===== config.mk =====
export PLATFORM = sky130hd
export DESIGN_NAME = maze_map_gen
export DESIGN_NICKNAME = d
export VERILOG_FILES = /design/src/rtl/maze_map_gen_pkg.sv /design/src/rtl/maze_map_gen_lfsr16.sv /design/src/rtl/maze_map_gen.sv
export SDC_FILE = /design/constraint.sdc
export NUM_CORES = 1
export LEC_CHECK = 0
export CAP_MARGIN = 40
export CORE_MARGIN = 3
export CORE_UTILIZATION = 38
export DETAILED_ROUTE_END_ITERATION = 16
export PLACE_DENSITY = 0.53
export SYNTH_ARGS = -nofsm -noshare
export SYNTH_HDL_FRONTEND = slang
export SYNTH_SLANG_ARGS = --single-unit

===== constraint.sdc =====
create_clock -name clk -period 2.9 [get_ports clk]
set_input_delay 0.435 -clock clk [delete_from_list [all_inputs] [get_ports clk]]
set_output_delay 0.435 -clock clk [all_outputs]
set_load 0.02 [all_outputs]

===== src/rtl/maze_map_gen_pkg.sv =====
// Shared constants and types for the maze map generator and its LFSR.
package maze_map_gen_pkg;

  localparam int unsigned MAP_CELLS_X = 32;
  localparam int unsigned MAP_CELLS_Y = 24;
  localparam int unsigned CELL_SIZE = 32;

  localparam logic [15:0] LFSR_MASK = 16'hB400;
  localparam logic [15:0] DEFAULT_SEED = 16'hACE1;

  typedef enum logic [1:0] {
    StIdle,
    StGen,
    StDone
  } map_state_e;

endpackage


===== src/rtl/maze_map_gen_lfsr16.sv =====
// 16-bit right-shifting Galois LFSR with seed load; a zero load value falls back to SEED.
module lfsr16
  import maze_map_gen_pkg::*;
#(
  parameter logic [15:0] SEED = DEFAULT_SEED
) (
  input  logic        clk,
  input  logic        rst,
  input  logic        en,
  input  logic        load,
  input  logic [15:0] load_val,
  output logic [15:0] q
);

  logic [15:0] q_q, q_d;

  always_comb begin
    q_d = q_q;
    if (load) begin
      q_d = (load_val == '0) ? SEED : load_val;
    end else if (en) begin
      q_d = (q_q >> 1) ^ (q_q[0] ? LFSR_MASK : 16'h0000);
    end
  end

  always_ff @(posedge clk or negedge rst) begin
    if (!rst) begin
      q_q <= SEED;
    end else begin
      q_q <= q_d;
    end
  end

  assign q = q_q;

endmodule


===== src/rtl/maze_map_gen.sv =====
// Pseudo-random occupancy map generator: bordered maze written in raster order from an LFSR,
// with a start/busy/done handshake and a registered single-cell read port.
module maze_map_gen
  import maze_map_gen_pkg::*;
#(
  parameter int unsigned CELLS_X = MAP_CELLS_X,
  parameter int unsigned CELLS_Y = MAP_CELLS_Y,
  parameter logic [15:0] SEED    = DEFAULT_SEED,
  parameter int unsigned DENSITY = 5
) (
  input  logic        clk,
  input  logic        rst,
  input  logic        gen_start,
  input  logic        seed_load,
  input  logic [15:0] seed_in,
  output logic        busy,
  output logic        gen_done,
  output logic [9:0]  wall_count,
  input  logic [4:0]  rd_x,
  input  logic [4:0]  rd_y,
  output logic        rd_wall
);

  localparam int unsigned XW = $clog2(CELLS_X);
  localparam int unsigned YW = $clog2(CELLS_Y);
  localparam logic [4:0] DENSITY_W = 5'(DENSITY);

  map_state_e state_q;
  logic [XW-1:0] x_q;
  logic [YW-1:0] y_q;
  logic [CELLS_Y-1:0][CELLS_X-1:0] map_q;
  logic busy_q, gen_done_q, rd_wall_q;
  logic [9:0] wall_count_q;
  logic [15:0] lfsr_q;
  logic unused_lfsr;
  logic border, spawn, cell_val, last_cell;

  lfsr16 #(
    .SEED(SEED)
  ) u_lfsr (
    .clk     (clk),
    .rst     (rst),
    .en      (state_q == StGen),
    .load    (seed_load && (state_q == StIdle)),
    .load_val(seed_in),
    .q       (lfsr_q)
  );

  assign unused_lfsr = ^lfsr_q[15:4];

  always_comb begin
    border    = (x_q == '0) || (x_q == XW'(CELLS_X - 1)) ||
                (y_q == '0) || (y_q == YW'(CELLS_Y - 1));
    spawn     = (x_q == XW'(1)) && (y_q == YW'(1));
    // Border beats spawn, spawn beats the random draw.
    cell_val  = border || (!spawn && ({1'b0, lfsr_q[3:0]} < DENSITY_W));
    last_cell = (x_q == XW'(CELLS_X - 1)) && (y_q == YW'(CELLS_Y - 1));
  end

  always_ff @(posedge clk or negedge rst) begin
    if (!rst) begin
      state_q      <= StIdle;
      x_q          <= '0;
      y_q          <= '0;
      map_q        <= '0;
      busy_q       <= 1'b0;
      gen_done_q   <= 1'b0;
      wall_count_q <= '0;
    end else begin
      gen_done_q <= 1'b0;
      unique case (state_q)
        StIdle: begin
          if (gen_start) begin
            state_q      <= StGen;
            busy_q       <= 1'b1;
            x_q          <= '0;
            y_q          <= '0;
            wall_count_q <= '0;
          end
        end
        StGen: begin
          map_q[y_q][x_q] <= cell_val;
          if (cell_val) begin
            wall_count_q <= wall_count_q + 10'd1;
          end
          if (x_q == XW'(CELLS_X - 1)) begin
            x_q <= '0;
            y_q <= y_q + YW'(1);
          end else begin
            x_q <= x_q + XW'(1);
          end
          if (last_cell) begin
            state_q    <= StDone;
            busy_q     <= 1'b0;
            gen_done_q <= 1'b1;
          end
        end
        StDone: state_q <= StIdle;
        default: state_q <= StIdle;
      endcase
    end
  end

  // Reads outside the map look like solid wall to the renderer.
  always_ff @(posedge clk or negedge rst) begin
    if (!rst) begin
      rd_wall_q <= 1'b0;
    end else if ((32'(rd_y) >= CELLS_Y) || (32'(rd_x) >= CELLS_X)) begin
      rd_wall_q <= 1'b1;
    end else begin
      rd_wall_q <= map_q[rd_y][rd_x];
    end
  end

  assign busy       = busy_q;
  assign gen_done   = gen_done_q;
  assign wall_count = wall_count_q;
  assign rd_wall    = rd_wall_q;

endmodule

==> impl_metrics.csv <==
group,metric,value,unit
cells_and_area,final_nets,3529,
pwr,max-vdd-ir-drop,0.525,mV
cells_and_area,fillCellCount,9330,
die,num_rows,115,
timing,fin_skew,19.6,ps
setup_path,worst-path-max-fanout,55,
timing,rsz0062_at_grt,"false",
routing,wirelength,128000,µm
run_status,status,"finished clean",
synth,synthTopCellsByCount,"dfrtp_1, a21oi_1, a31oi_1",
synth,synth_area_leaders,"dfrtp_1, a31oi_1, a21oi_1, mux2i_1, mux4_2",
pwr,p_sw_share,23.1,%
setup_path,critical_path.cell_chain,"inv_1 > ha_1 > nor4b_2 > a311oi_1 > buf_4 > nor4_4 > buf_4 > buf_4 > buf_12 > buf_12 > a31oi_1",
clock_network,path_clk_slew,60,ps
timing,fmax,380,MHz
cells_and_area,multi_input_area,16000,µm²
synth,syn-instance-count,3538,
die,die_y,323,µm
clock_network,insertion_delay,660,ps
setup_path,slowest_stage,"dfrtp_1",
pwr,internal_power,18.6,mW
place,port_buffers,42,
routing,route.detailed.drc,0,
die,start_util,38.6,%
timing,fin_tns_setup,0,ps
cells_and_area,final_cell_area,44300,µm²
setup_path,worst_setup_path_end_kind,"flop",
setup_path,critPathRequiredTime,3400,ps
timing,fin_crit_sh,90.6,%
synth,synthArstFlopShare,100,%
min_path,hold_class,"input pin to async pin",
clock_network,cts_tree,"done",
job,cap_violations,0,
setup_path,cp-start-kind,"flop",
timing,setup_viol,0,
pwr,p_sw,5.59,mW
place,post_dp_cell_area,41300,µm²
synth,seq_area_frac_synth,53.0,%
routing,viasPerCell,6.20,
place,dp_hpwl,76000,µm
clock_network,cts_resized,0,
cells_and_area,ff_latch_area,20300,µm²
synth,synth_largest_area_cell,"dfrtp_1",
synth,synth-edff-count,0,
pwr,powerDensity,547,nW/µm²
synth,yosysWarnings,0,
synth,synth-main-ff-cell,"dfrtp_1",
synth,synth.avg_cell_area,10.8,µm²
clock_network,numCtsBuffers,90,
die,die-area,104000,µm²
die,die_x,323,µm
clock_network,cts_buffer_depth,3,
grt,grt_usage,24.3,%
grt,overflow,0,
pwr,p_comb_share,4.7,%
cells_and_area,area_growth,16.0,%
setup_path,slowest_delay,420,ps
timing,slew_violations,0,
timing,post-route-min-period,2630,ps
routing,ant_nets,0,
grt,grt_pass1_vias,28124,
routing,drt-initial-drc-count,3428,
timing,slew_headroom,41.9,%
pwr,leakagePower,20.2,nW
synth,synth_most_common_cell,"dfrtp_1",
setup_path,crit_path_frequent_cell,"buf_4",
synth,synth_nets,3578,
pwr,power_frac_seq,46.7,%
place,place_congestion,0.839,
timing,tightest_slew,850,ps
cells_and_area,drive_above_1_share,16.0,%
synth,netlist.area_leader.share,52.5,%
pwr,clkPwrFrac,48.6,%
routing,vias,30046,
clock_network,cts_htree_levels,3,
die,core_region_area,99000,µm²
synth,ys_seq_elements,809,
grt,antenna_found_initial,1,
clock_network,clkSinkCount,809,
synth,synth_area,38200,µm²
grt,grt_start_max_net_pins,112,
grt,grt_pass1_wl,192000,µm
routing,drtPass1Iterations,5,
routing,routedWlPerCell,26.4,µm
clock_network,clockRootBuffer,"clkbuf_16",
setup_path,critPathKind,"flop to flop",
synth,synth_cell_types,76,
setup_path,cp.arrival,3130,ps
timing,hold_violations,0,
die,io_pins,43,
[path summary, 6_finish.rpt]
kind	slack, ps	cells past startpoint	to	startpoint
worst max-delay path	270	11	map_q[468]$_DFFE_PN0P_	x_q[1]$_DFFE_PN0P_
worst min-delay path	270	2	map_q[705]$_DFFE_PN0P_	rst
worst max register to register	270	11	map_q[468]$_DFFE_PN0P_	x_q[1]$_DFFE_PN0P_
worst min register to register	450	1	map_q[10]$_DFFE_PN0P_	map_q[10]$_DFFE_PN0P_
max in group asynchronous	1580	4	map_q[326]$_DFFE_PN0P_	rst
min in group clk	400	3	u_lfsr.q[12]$_DFFE_PN0P_	seed_in[12]
[layer usage]
layer	up-vias	global-route usage (%)	wire (µm)
met5	-	0	0
met3	221	4.00	8840
met1	15198	35.5	57200
li1	13481	-	-
met4	0	7.23	3720
met2	1146	37.2	58300
[final cells by class]
cell class                 count  share of cell area, %
antenna                        1                0.00565
clock buffer                 132                   5.94
clock inverter                32                  0.851
inverter                      12                  0.102
multi-input combinational   2273                   36.2
sequential                   809                   45.8
tap                         1287                   3.64
timing repair buffer         303                   7.50
[flip-flops by register name, indices dropped and copies added (netlist names)]
| register | flops |
|---|---|
| wall_count | 10 |
| x_q | 5 |
| rd_wall | 1 |
| gen_done | 1 |
| u_lfsr.q | 16 |
| state_q | 2 |
| busy | 1 |
| y_q | 5 |
| map_q | 768 |
[power groups by stage]
stage	Combinational, mW	Clock (mW)	Sequential (mW)
2_1_floorplan	0.487	0	11.5
3_3_place_gp	1.13	0	11.5
3_5_place_dp	1.13	0	11.5
4_1_cts	1.14	12.0	11.3
5_1_grt	1.21	12.4	11.3
6_report	1.13	11.8	11.3
[cells in the final DEF, fill, tap and decap left out, drive strengths merged, types with 41 or more instances in the layout]
cell / instances
nor2: 103
buf: 264
a22oi: 50
a21oi: 698
a21o: 111
a31oi: 669
nand2: 71
mux4: 94
dfrtp: 801
mux2i: 201
o21ai: 41
clkbuf: 132
[worst max-delay path, delay by kind of cell, from the launching register on]
| family | cells | cell delay, ps |
|---|---|---|
| DFF | 1 | 420 |
| buffers and inverters | 6 | 1180 |
| adders and majority gates | 1 | 160 |
| and+or+nand+nor | 2 | 420 |
| AOI/OAI and AO/OA | 2 | 230 |
[through the flow]
step / setup WS (ps) / hold WS [ps] / std cells / power, mW / utilization [%]
floorplan: 647 / 139 / 3538 / 12.0 / -
global placement: -115 / 362 / 4683 / 12.6 / 41.7
detailed placement: -150 / 355 / 4683 / 12.6 / 41.7
CTS: 265 / 247 / 4848 / 24.4 / 44.7
global route: 42.4 / 288 / 4849 / 24.9 / 44.7
finish: 271 / 274 / 4849 / 24.2 / 44.7
[cell families (layout without fill, tap and decap cells)]
family          count (synthesis)  in the layout  share of synthesized area [%]
mux                           296            296                           11.0
other cells                     0              1                              0
fa+ha+maj                      10             10                          0.328
buf+inv                       456            479                           5.75
xor+xnor                       13             13                          0.298
simple gates                  283            283                           3.62
flops                         809            809                           53.0
compound gates               1671           1671                           26.0
[what timing repair did]
action | 4_1_cts | 5_1_grt
hold buffers | 1 | 0
endpoints found under the setup margin | 0 | 0
endpoints found under the hold margin | 21 | 0
setup buffers | 0 | 0
Power figures use the tool's default switching activity.
